--- config.mk ---
export PLATFORM = sky130hd
export DESIGN_NAME = dmem_arbiter
export DESIGN_NICKNAME = d
export VERILOG_FILES = /design/src/rtl/dmem_arbiter.sv
export SDC_FILE = /design/constraint.sdc
export NUM_CORES = 1
export LEC_CHECK = 0
export ABC_CLOCK_PERIOD_IN_PS = 4200
export CAP_MARGIN = 0
export CELL_PAD_IN_SITES_DETAIL_PLACEMENT = 0
export CELL_PAD_IN_SITES_GLOBAL_PLACEMENT = 2
export CORE_ASPECT_RATIO = 1.2
export CORE_MARGIN = 4
export CORE_UTILIZATION = 17
export CTS_BUF_LIST = sky130_fd_sc_hd__clkbuf_4
export CTS_CLUSTER_SIZE = 24
export DETAILED_ROUTE_END_ITERATION = 8
export GPL_TIMING_DRIVEN = 0
export PLACE_DENSITY = 0.83
export SETUP_SLACK_MARGIN = 0.2
export SLEW_MARGIN = 20
export SYNTH_ARGS = -nofsm -noshare
export SYNTH_HDL_FRONTEND = slang
export SYNTH_SLANG_ARGS = --single-unit
--- constraint.sdc ---
create_clock -name clk -period 4.2 [get_ports clk]
set_clock_uncertainty 0.15 [all_clocks]
set_input_delay 0.84 -clock clk [delete_from_list [all_inputs] [get_ports clk]]
set_output_delay 0.84 -clock clk [all_outputs]
set_load 0.02 [all_outputs]
--- src/rtl/dmem_arbiter.sv ---
// Two-port round-robin arbiter for the single-port data memory, with bounded bursts
// and a registered read-return path (rvalid/rdata one cycle after a read grant).
module dmem_arbiter #(
  parameter int BURST_LEN = 4,
  parameter int CNT_W     = 3
) (
  input  logic             clk,
  input  logic             rst,
  input  logic             m0_req,
  input  logic             m0_we,
  input  logic [31:0]      m0_addr,
  input  logic [31:0]      m0_wdata,
  output logic             m0_gnt,
  output logic             m0_rvalid,
  output logic [31:0]      m0_rdata,
  input  logic             m1_req,
  input  logic             m1_we,
  input  logic [31:0]      m1_addr,
  input  logic [31:0]      m1_wdata,
  output logic             m1_gnt,
  output logic             m1_rvalid,
  output logic [31:0]      m1_rdata,
  output logic             mem_we,
  output logic [31:0]      mem_addr,
  output logic [31:0]      mem_wdata,
  input  logic [31:0]      mem_rdata,
  output logic [1:0]       dbg_owner,
  output logic [CNT_W-1:0] dbg_cnt
);

  // Handshake: a requester holds req/we/addr/wdata stable until gnt is seen high in
  // the same cycle; gnt means the access is performed at the next rising edge.
  // Dropping req before gnt withdraws the request with no side effect.

  typedef enum logic [1:0] {
    OWN_NONE = 2'd0,
    OWN_P0   = 2'd1,
    OWN_P1   = 2'd2
  } owner_t;

  localparam logic [CNT_W-1:0] BURST_MAX = CNT_W'(BURST_LEN);
  localparam logic [CNT_W-1:0] CNT_ONE   = CNT_W'(1);

  owner_t           owner_q, owner_d;
  logic             last_q, last_d;   // 0: port 0 granted last, 1: port 1
  logic [CNT_W-1:0] cnt_q, cnt_d;
  logic             gnt0, gnt1;
  logic             burst_open;

  assign burst_open = (cnt_q < BURST_MAX);

  // Grant decision; reset masks every grant so nothing reaches memory during reset.
  always_comb begin
    gnt0 = 1'b0;
    gnt1 = 1'b0;
    if (!rst) begin
      if (m0_req && !m1_req) begin
        gnt0 = 1'b1;
      end else if (m1_req && !m0_req) begin
        gnt1 = 1'b1;
      end else if (m0_req && m1_req) begin
        if (owner_q == OWN_P0 && burst_open) begin
          gnt0 = 1'b1;
        end else if (owner_q == OWN_P1 && burst_open) begin
          gnt1 = 1'b1;
        end else if (last_q) begin
          gnt0 = 1'b1;
        end else begin
          gnt1 = 1'b1;
        end
      end
    end
  end

  always_comb begin
    owner_d = OWN_NONE;
    cnt_d   = '0;
    last_d  = last_q;
    if (gnt0) begin
      owner_d = OWN_P0;
      last_d  = 1'b0;
      if (owner_q == OWN_P0) begin
        cnt_d = (cnt_q == BURST_MAX) ? cnt_q : cnt_q + CNT_ONE;
      end else begin
        cnt_d = CNT_ONE;
      end
    end else if (gnt1) begin
      owner_d = OWN_P1;
      last_d  = 1'b1;
      if (owner_q == OWN_P1) begin
        cnt_d = (cnt_q == BURST_MAX) ? cnt_q : cnt_q + CNT_ONE;
      end else begin
        cnt_d = CNT_ONE;
      end
    end
  end

  always_comb begin
    mem_we    = (gnt0 & m0_we) | (gnt1 & m1_we);
    mem_addr  = m0_addr;
    mem_wdata = m0_wdata;
    if (gnt1) begin
      mem_addr  = m1_addr;
      mem_wdata = m1_wdata;
    end
  end

  // Reset leaves last = port 1 so port 0 wins the first tie.
  always_ff @(posedge clk or posedge rst) begin
    if (rst) begin
      owner_q <= OWN_NONE;
      last_q  <= 1'b1;
      cnt_q   <= '0;
    end else begin
      owner_q <= owner_d;
      last_q  <= last_d;
      cnt_q   <= cnt_d;
    end
  end

  always_ff @(posedge clk or posedge rst) begin
    if (rst) begin
      m0_rvalid <= 1'b0;
      m1_rvalid <= 1'b0;
      m0_rdata  <= '0;
      m1_rdata  <= '0;
    end else begin
      m0_rvalid <= gnt0 & ~m0_we;
      m1_rvalid <= gnt1 & ~m1_we;
      if (gnt0 && !m0_we) m0_rdata <= mem_rdata;
      if (gnt1 && !m1_we) m1_rdata <= mem_rdata;
    end
  end

  assign m0_gnt    = gnt0;
  assign m1_gnt    = gnt1;
  assign dbg_owner = owner_q;
  assign dbg_cnt   = cnt_q;

endmodule

==> results.txt, run 1 <==
* Number of buffers created by CTS: 9
* Cell with the largest stage delay on the worst path: clkdlybuf4s50_1
- Layout cells sized above 1: 21.2%
- Leak pwr: ~3.0 nW
- The run finished with clean final reports.
* Final number of setup-violating endpoints: 0
* Mean instance size in the synthesized netlist: around 15 sq um
* Crit path DAT: around 2.9 ns
- CTS max path bufs: 2
- Number of global-route vias before repair: approximately 3700
- Static timing analysis puts the maximum clock frequency at 256 MHz.
- The floorplan has between 50 and 60 rows.
- Clock tree from TritonCTS: yes
- The number of nets handed over by synthesis was 417.
- Global routing finished with a remaining overflow of 0.
- Max cap viols: 0
* Mean routed wirelength per cell: about 19 um
* Number of synthesized register bits: just over 70
- The critical path is of the input port to primary output type.
* Category of the worst setup path capture point: primary output
* Clock tree root buffer cell: clkbuf_4
- Final hold violation count: 0
- Before CTS, the worst setup slack after placement is -0.122 ns.
- Once placement completed, the tool counted placed cells totaling 824.
- Total number of clock tree sinks: 72
* Number of vias after detailed routing: roughly 3300
* Final period utilization: 93.1%
* Number of filler cells placed in the layout: ~2100
- Starting utilization of the core area: between 10% and 20%
- Most numerous cell on the critical path: clkdlybuf4s50_1
* Critical path buffers and inverters: 3
- Depth of the CTS H-tree: 3
* Tot GR Track Use: between 10% and 20%
- Minimum period implied by the final worst setup slack: ~3.9 ns
- Clock slew seen by the registers of the worst setup and hold paths: between 0.1 and 0.15 ns
- Die extent in x: roughly 140 um
- The area growth from synthesis to layout is 97.2%.
- The worst pin sits at a relative slew slack of between 50% and 60%.
- Yosys warning count: 0
* Distinct cell type count after synthesis: 29
- Setup slack closes at about 0.29 ns.
- Count of pins over their slew limit: 0
- IO Count: 304
- After the last flow step, the layout net total stands at 735.
* Ratio of routed vias to standard cells: approximately 3.9
- Count of TritonRoute iterations in the first routing pass: 4
* Cell-by-cell trace of the critical path: clkdlybuf4s50_1, o211ai_1, nand2_2, buf_6, mux2_2, clkdlybuf4s50_1
* Worst min-delay path class: flip-flop to flip-flop
- Gpl congestion: roughly 0.78
* Drt initial violations: 30
- Largest driver fanout on the critical path: 10
- Pin slew with the least headroom to its limit: slightly above 0.6 ns
- CTS hold repair buffers: 0
- After floorplanning, the core was sized to cover approximately 21000 sq um.
* Initial antenna violation count: 1
- Core utilization of the finished layout: around a third
- Netlist Area Pre-Place: 3620 sq um
* Height of the die: roughly 170 um
- Leaving out filler cells and counting taps, the final layout contains 843.
* Synthesized instance count: 249
- Detail Placement HPWL: approximately 14000 um
* CP top delay family: buffers and inverters
* Die area: 23700 sq um
- CP max stage delay: between 0.5 and 0.6 ns
- The worst setup path is launched from an input port.
- Setup repair after global routing left no endpoint under its margin.
- Power density over the cells: roughly 370 nW/um^2
- Once detail routing completed, the nets flagged for antenna violations numbered 0.
* Clock latency on the worst-skew pair: between 0.3 and 0.4 ns
- Sequential cells were found to cover about 50% of the synthesized design area.
* Routed wire length: around 16000 um
- Count of input and output buffers: approximately 300
- Required arrival time at the worst endpoint: about 3.2 ns
- Global-route wire length before repair: 23300 um
- VDD sags by at most ~190 uV.
- Maximum number of pins on one net before global-route repair: 35
- Detailed-route DRC error count: 0
[layout by cell type (no fill, tap or decap), drive strengths merged, types with 2 or more instances in the layout]
cell type	count
clkinv	4
clkbuf	10
nand3b	2
dlygate4sd2	58
ha	2
buf	17
nand2	4
dlymetal6s2s	6
clkinvlp	2
o21ai	2
inv	9
dfrtp	71
mux2	128
a311oi	2
clkdlybuf4s50	239
[cells in the mapped netlist]
cell      number  share of area [%]
mux2_2        79                 25
dfrtp_1       71                 49
mux2_1        49                 15
inv_1          9               0.93
buf_6          7                2.2
buf_2          6               0.83
nand2_1        3               0.31
a311oi_4       2                1.5
ha_1           2               0.69
o21ai_0        2               0.28
a21boi_0       1               0.21
a21oi_1        1               0.14
a22o_1         1               0.24
a31oi_1        1               0.17
dfstp_2        1               0.73
inv_2          1               0.10
nand2_2        1               0.17
nand2b_1       1               0.17
nand3b_1       1               0.21
nand3b_2       1               0.31
nand4_1        1               0.17
nor2_1         1               0.10
nor2b_1        1               0.17
o211ai_1       1               0.21
o311a_1        1               0.28
o311ai_2       1               0.45
o32a_1         1               0.28
or2_2          1               0.17
xnor2_1        1               0.24
[per-stage QoR]
step	setup TNS (ns)	hold slack, ns	instance area, sq um	power (mW)
global route	0	0.376	7140	2.81
finish	0	0.355	7140	2.65
global placement	-9.04	0.322	7000	2.26
floorplan	0	0.357	3630	1.54
detailed placement	-3.02	0.334	7040	2.30
CTS	0	0.360	7120	2.71
[sequential cells by signal, summed over array words and instances (netlist names)]
| register | count |
|---|---|
| dbg_cnt | 3 |
| dbg_owner | 2 |
| last_q | 1 |
| m0_rdata | 32 |
| m0_rvalid | 1 |
| m1_rdata | 32 |
| m1_rvalid | 1 |
[report_power, final]
group	internal (mW)	total, mW	switching [mW]
Sequential	0.871	0.965	0.0942
Clock	0.185	0.432	0.246
Combinational	0.674	1.26	0.582
Total	1.73	2.65	0.923
[cell families (layout without fill, tap and decap cells)]
logic type	Yosys count	after routing	synth area share [%]
adder cells (fa/ha/maj)	2	2	0.690
XOR/XNOR	1	1	0.242
AO/OA/AOI/OAI	12	12	3.70
buffers and inverters	23	346	4.04
other	0	1	0
flip-flops	72	72	49.8
AND/OR/NAND/NOR	11	11	1.80
multiplexers	128	128	39.8
[final timing paths]
path | slack (ns) | depth (start not counted) | from | to
setup / recovery | 0.29 | 6 | m0_req | mem_addr[31]
min in group asynchronous | 0.66 | 2 | rst | dbg_cnt[1]
hold / removal | 0.36 | 1 | m1_rdata[6] | m1_rdata[6]
setup reg to reg | 1.93 | 4 | last_q | m0_rdata[29]
hold reg to reg | 0.36 | 1 | m1_rdata[6] | m1_rdata[6]
max in group asynchronous | 2.55 | 4 | rst | m0_rdata[21]
[layer usage]
layer  track usage (%)  share of wire (%)  up-vias
li1                  -                  -     1539
met1              14.2                 38     1559
met2              23.6                 50      213
met3              5.14                 11        8
met4              2.78               0.86        0
met5                 0                  0        -
[area by class of cell]
class / instances / area [sq um] / share of cell area [%]
clock buffers: 10 / 75.1 / 1.05
diodes: 1 / 2.50 / 0.0350
multi-input cells: 154 / 1680 / 23.5
well taps: 270 / 338 / 4.73
flip-flops and latches: 72 / 1800 / 25.2
plain buffers: 13 / 114 / 1.59
repair buffers: 307 / 3030 / 42.4
clock inverters: 6 / 60.1 / 0.841
inverters: 10 / 41.3 / 0.578
[repair_timing]
item / CTS / global route
cloned: 0 / 0
gates resized for setup: 61 / 6
pin swaps: 1 / 0
setup buffers: 1 / 1
endpoints found under the setup margin: 65 / 39
No activity file was read; power rests on OpenSTA's default activity.
==> run 2, diff against run 1 <==
--- a/config.mk
+++ b/config.mk
@@ -6,7 +6,7 @@
 export NUM_CORES = 1
 export LEC_CHECK = 0
 export ABC_CLOCK_PERIOD_IN_PS = 4200
-export CAP_MARGIN = 0
+export CAP_MARGIN = 20
 export CELL_PAD_IN_SITES_DETAIL_PLACEMENT = 0
 export CELL_PAD_IN_SITES_GLOBAL_PLACEMENT = 2
 export CORE_ASPECT_RATIO = 1.2
==> run 2 against run 1 <==
  * Global-route usage barely moved
  * Utilization barely moved
  * Critical path type unchanged
  * Largest power group unchanged
  * Register-to-register slack got worse by 0.02 ns
  * Clock power hardly changed
==> results.txt, run 2 (synthesized netlist as in run 1, its figures left out) <==
- Detail Placement HPWL: 13800 um (-0.19%)
- Slack of the worst reg-to-reg path: 1.91 ns (-0.02 ns)
- Most used cells in the layout excluding fill and tap cells: clkdlybuf4s50_1 (239), mux2_2 (79), dfrtp_1 (71)
- The final hold violation count was 0 (unchanged).
- The core area is 21000 sq um (unchanged).
- The overall die height was 168 um (unchanged).
* Gpl congestion: 0.777 (unchanged)
- The measured slew at the worst slew-check pin came to 0.635 ns (+0.0299 ns).
- The overall die area was 23700 sq um (unchanged).
- The site row count was 58 (unchanged).
- The max-slew violation count is 0 (unchanged).
* Starting utilization of the core area: 17.3% (unchanged)
- Type of element launching the critical path: input port
- The vias after detailed routing came to 3283 (-1.1%).
- Max cap viols: 0 (unchanged)
- Power density over the cells: 371 nW/um^2 (about the same)
- Final number of setup-violating endpoints: 0 (unchanged)
- Unrepaired setup endpoints after global routing: no
* CP Class: input port to primary output
- The wire length of the first global-routing pass is 23200 um (-0.35%).
- Worst max-slew margin expressed relative to the limit: 57.7% (-2.0 points)
* Detailed-route DRC error count: 0 (unchanged)
- The combined global-route utilization of all metal layers was 13.0% (-0.042 points).
* Worst slack after detailed placement: -0.136 ns (-0.0132 ns)
- Clock tree from TritonCTS: yes
* Global route total overflow: 0 (unchanged)
- The net count reported at finish is 735 (unchanged).
- The initial detailed-routing violation count came to 21 (-30%).
- Number of buffers created by CTS: 9 (unchanged)
- The share of the cycle needed by the critical path after routing was 92.7% (-0.33 points).
- Count of TritonRoute iterations in the first routing pass: 4 (unchanged)
- Non-filler instance count after layout: 843 (unchanged)
- The wire length per cell was 18.8 um (-0.24%).
- The number of H-tree branching levels came to 3 (unchanged).
- The clock input transition at the sequential cells of the worst setup and hold paths is 0.10 ns (about the same).
- Routed wire length: 15900 um (-0.24%)
- The number of clock sinks seen by CTS came to 72 (unchanged).
- CTS hold repair buffers: 0 (unchanged)
- The detail-routed via count per cell came to 3.89 (-1.1%).
- The overall power of the completed layout came to 2.65 mW (-0.17%).
- The min-delay analysis places its worst path in the category flip-flop to flip-flop.
- CTS max path bufs: 2 (unchanged)
* Leak pwr: 2.96 nW (-0.80%)
- The run finished with clean final reports.
- The placed standard-cell area came to 7040 sq um (unchanged).
* Minimum period implied by the final worst setup slack: 3.89 ns (-0.0140 ns)
- Area added between synthesis and finish: 96.9%
- The logic depth of the worst register-to-register path was 4 (unchanged).
- The highest fanout seen on the critical path was 10 (unchanged).
* IO Count: 304 (unchanged)
* Maximum number of pins on one net before global-route repair: 35 (unchanged)
- The critical path required time came to 3.21 ns (about the same).
- The summed area of non-filler cells in the final layout was 7140 sq um (-0.12%).
* Hold depth: 1 (unchanged)
- The number of placed cells counting well taps came to 824 (unchanged).
- The die width came to 141 um (unchanged).
- The top achievable clock speed is 257 MHz (+0.36%).
- The setup slack of the critical path after layout came to 0.305 ns (+0.0140 ns).
- Clock latency on the worst-skew pair: 0.39 ns (about the same)
* Clock tree root buffer cell: clkbuf_4
- Initial antenna violation count: 1 (unchanged)
- The post-detailed-route count of antenna-violating nets is 0 (unchanged).
- The signal arrival time at the worst endpoint came to 2.90 ns (-0.02 ns).
* Category of the worst setup path capture point: primary output
- Layout cells sized above 1: 21.3% (+0.17 points)
- Count of input and output buffers: 303 (unchanged)
- Peak supply drop: 212 uV (+11%)
- The library cell used most frequently in the layout, excluding fill and tap cells, is clkdlybuf4s50_1.
* Number of global-route vias before repair: 3691 (-1.3%)
-- run 2: changes by cell type in the layout (fill, tap and decap cells not counted), sizes merged --
cell / delta
clkdlybuf4s15: +1
dlygate4sd2: +2
dlymetal6s2s: -3
-- run 2: critical path: stages --
cell,delay [ns]
clkdlybuf4s50_1,0.56
o211ai_1,0.23
nand2_2,0.19
buf_6,0.18
mux2_2,0.35
clkdlybuf4s50_1,0.54
-- run 2: final timing paths --
check | start | end
worst min register to register | m1_rdata[10] | m1_rdata[10]
worst max-delay path | m0_req | mem_addr[31]
worst min-delay path | m1_rdata[10] | m1_rdata[10]
worst max register to register | last_q | m0_rdata[11]
max in group asynchronous | rst | m1_rdata[11]
min in group asynchronous | rst | dbg_cnt[1]
-- run 2: where the power goes --
group / switching, mW / internal, mW / total (mW)
clock network: 0.244 / 0.185 / 0.429
logic: 0.581 / 0.673 / 1.25
registers: 0.0944 / 0.871 / 0.966
total: 0.919 / 1.73 / 2.65
-- run 2: timing repair --
item / in CTS / in global routing
endpoints found under the hold margin: 0 / 0
setup buffers: 1 / 1
pin swaps: 1 / 0
resized for setup: 66 / 3
setup endpoints to repair: 65 / 37
-- run 2: cell type report --
class | instances | area (sq um)
Fill cell | 2061 | 13800
Timing Repair Buffer | 307 | 3020
Sequential cell | 72 | 1800
Multi-Input combinational cell | 154 | 1680
Tap cell | 270 | 338
Buffer | 13 | 114
Clock buffer | 10 | 75.1
Clock inverter | 6 | 60.1
Inverter | 10 | 41.3
Antenna cell | 1 | 2.50
-- run 2: per-stage QoR --
stage	utilization (%)	hold WS, ns	TNS (ns)
floorplan	-	0.357	0
CTS	33.9	0.360	0
global route	34.0	0.366	0
finish	34.0	0.354	0
global placement	33.4	0.322	-9.04
detailed placement	33.6	0.332	-3.43
-- run 2: layer usage --
metal  wire length (um)  part of all wire (%)  global-route usage (%)  vias to the layer above
met1               6090                    38                    14.7                     1524
met5                  0                     0                       0                        -
met3               1730                    11                    4.55                       11
li1                   -                     -                       -                     1533
met2               7890                    50                    23.1                      215
met4                151                  0.95                    3.20                        0
==> run 3, diff against run 2 <==
--- a/config.mk
+++ b/config.mk
@@ -6,11 +6,10 @@
 export NUM_CORES = 1
 export LEC_CHECK = 0
 export ABC_CLOCK_PERIOD_IN_PS = 4200
-export CAP_MARGIN = 20
 export CELL_PAD_IN_SITES_DETAIL_PLACEMENT = 0
 export CELL_PAD_IN_SITES_GLOBAL_PLACEMENT = 2
-export CORE_ASPECT_RATIO = 1.2
-export CORE_MARGIN = 4
+export CORE_ASPECT_RATIO = 0.9
+export CORE_MARGIN = 2
 export CORE_UTILIZATION = 17
 export CTS_BUF_LIST = sky130_fd_sc_hd__clkbuf_4
 export CTS_CLUSTER_SIZE = 24
==> run 3 against run 2 <==
  * Critical endpoint is now mem_addr[28]
  * Cell count rose by 2.1%
  * Highest routed layer unchanged
  * Clock power is 38% higher
  * Sequential share of layout area is 0.67 points lower
  * Die area down 5.2%
  * Via count is 2.2% higher
==> results.txt, run 3 (synthesized netlist as in run 1, its figures left out) <==
- Run status: finished clean
* Critical Path Sink: mem_addr[28]
- Net switching power: 0.951 mW (+3.5%)
- CTS hold repair buffers: 0 (unchanged)
- The post-detailed-route count of antenna-violating nets was 0 (unchanged).
* Crit path launch: m0_req
- The signal arrival time at the worst endpoint was 2.94 ns (+0.04 ns).
- Final hold violation count: 0 (unchanged)
- Capture instance of the worst register-to-register path: m0_rdata[15]
- The global placer's final weighted congestion came to 0.810 (+4.2%).
- CTS placed an instance of clkbuf_4 at the clock tree root.
* Pint: 1.87 mW (+7.9%)
- Layout cells sized above 1: 21.5% (+0.14 points)
- The vias after detailed routing is 3354 (+2.2%).
- CP Class: input port to primary output
- The DRC violation count after routing is 0 (unchanged).
- The clock buffer count from CTS came to 9 (unchanged).
- The number of H-tree branching levels was 3 (unchanged).
* Starting utilization of the core area: 17.4% (+0.12 points)
* Type of element launching the critical path: input port
- The wire length per cell was 16.9 um (-10%).
* Die extent in x: 158 um (+12%)
- TritonCTS built the clock tree.
- Area added between synthesis and finish: 102%
* Count of input and output buffers: 303 (unchanged)
* Flop pwr share: 34.4% (-2.1 points)
- Most used cells in the layout excluding fill and tap cells: clkdlybuf4s50_1 (241), mux2_2 (79), dfrtp_1 (71)
- Ratio of routed vias to standard cells: 3.90 (about the same)
- Maximum number of pins on one net before global-route repair: 31 (-11%)
- Leak pwr: 3.20 nW (+8.1%)
- The count of fill cells added during filler insertion came to 2065 (+0.19%).
- Net count reported at finish: 736 (+0.14%)
* Slack of the worst reg-to-reg path: 1.93 ns (+0.02 ns)
* Number of global-route vias before repair: 3858 (+4.5%)
- The overall die area came to 22500 sq um (-5.2%).
- The path class of the tightest hold or removal check is flip-flop to flip-flop.
- Final period utilization: 93.5% (+0.79 points)
- The number of top-level design ports is 304 (unchanged).
- CTS max path bufs: 2 (unchanged)
- Number of standard-cell rows in the floorplan: 50 (-14%)
- The critical path required time was 3.21 ns (about the same).
- Count of TritonRoute iterations in the first routing pass: 4 (unchanged)
- The max-slew violation count came to 0 (unchanged).
- The clock input transition at the sequential cells of the worst setup and hold paths is 0.13 ns (+0.03 ns).
* Category of the worst setup path capture point: primary output
- The measured slew at the worst slew-check pin is 0.609 ns (-0.0258 ns).
- Worst Reg2Reg Path Length in Cells: 4 (unchanged)
- Tot GR Track Use: 13.1% (+0.085 points)
* Switching Share: 33.8% (-0.94 points)
- Worst max-slew margin expressed relative to the limit: 59.2% (+1.5 points)
- F_max: 255 MHz (-0.85%)
- The clock period minus worst slack came to 3.93 ns (+0.0332 ns).
- Detail Placement HPWL: 12100 um (-12%)
* Peak supply drop: 178 uV (-16%)
* Initial antenna violation count: 1 (unchanged)
* Setup TNS Final: 0 ns (unchanged)
- The startpoint identified for the worst register-to-register timing path is last_q.
* Height of the die: 143 um (-15%)
- The areal power density over the cells is 384 nW/um^2 (+3.5%).
- Unrepaired setup endpoints after global routing: no
- Core area: 20800 sq um (-0.67%)
* Total number of clock tree sinks: 72 (unchanged)
- Proportion of power drawn by the clock network: 21.0% (+4.8 points)
- Clock latency on the worst-skew pair: 0.44 ns (+0.05 ns)
* Cell Count Post-Placement: 840 (+1.9%)
- The wire length of the first global-routing pass came to 22100 um (-5.1%).
* Comb power frac: 44.6% (-2.7 points)
* Routed wire length: 14600 um (-8.2%)
* Final number of setup-violating endpoints: 0 (unchanged)
- Global route total overflow: 0 (unchanged)
- The initial detailed-routing violation count was 86 (+310%).
* Most common cell after layout, fill and taps aside: clkdlybuf4s50_1
- The max-capacitance violation count is 0 (unchanged).
* Non-filler instance count after layout: 861 (+2.1%)
- Largest driver fanout on the critical path: 10 (unchanged)
## run 3: through the flow
step           power [mW]  utilization (%)  setup slack, ns  hold WS [ns]  instance area, sq um
3_3_place_gp         2.25             33.7            -1.19         0.324                  7020
6_report             2.82             35.2            0.272         0.359                  7330
3_5_place_dp         2.28             33.9           -0.183         0.335                  7070
2_1_floorplan        1.54                -            0.324         0.357                  3630
4_1_cts              2.87             34.8            0.130         0.367                  7250
5_1_grt              2.97             35.2            0.210         0.380                  7330
## run 3: worst min-delay path by stage
stage | from | to | slack [ns] | cells after the start
final | m1_rdata[11] | m1_rdata[11] | 0.36 | 1
after global routing | m1_rdata[4] | m1_rdata[4] | 0.38 | 1
after CTS | m1_rdata[4] | m1_rdata[4] | 0.37 | 1
after detailed placement | m1_rdata[9] | m1_rdata[9] | 0.34 | 1
after global placement | m0_rdata[31] | m0_rdata[31] | 0.32 | 1
after floorplan | last_q | last_q | 0.36 | 2
## run 3: layout make-up
class	count	area, sq um	share of cell area (%)
antenna	2	5.00	0.0683
buffer	13	116	1.59
clock buffer	9	67.6	0.922
clock inverter	7	128	1.74
inverter	10	41.3	0.563
multi-input combinational	154	1680	22.9
sequential	72	1800	24.6
tap	286	358	4.88
timing repair buffer	307	3130	42.7
timing repair inverter	1	5.00	0.0683
## run 3: routing by layer
layer	part of all wire, %	track usage (%)	vias to the layer above
met2	52	23.1	168
met1	38	14.3	1623
met3	8.2	4.78	21
met5	0	0	-
met4	2.1	4.64	0
li1	-	-	1542
## run 3: worst max-delay path: stages
cell and delay [ns]:
clkdlybuf4s50_1 0.57, o211ai_1 0.23, nand2_2 0.19, buf_6 0.17
mux2_2 0.35, clkdlybuf4s50_1 0.57
## run 3: what timing repair did
action                     in CTS  in global routing
setup buffers                   2                  0
setup endpoints to repair      66                 33
pin swaps                       1                  0
cloned                          1                  0
gates resized for setup        34                 32
## run 3: power by group through the flow
stage / Combinational (mW) / Sequential [mW] / Clock, mW
2_1_floorplan: 0.349 / 1.20 / 0
3_3_place_gp: 1.27 / 0.975 / 0
3_5_place_dp: 1.29 / 0.987 / 0
4_1_cts: 1.28 / 0.973 / 0.619
5_1_grt: 1.33 / 0.994 / 0.649
6_report: 1.26 / 0.968 / 0.592
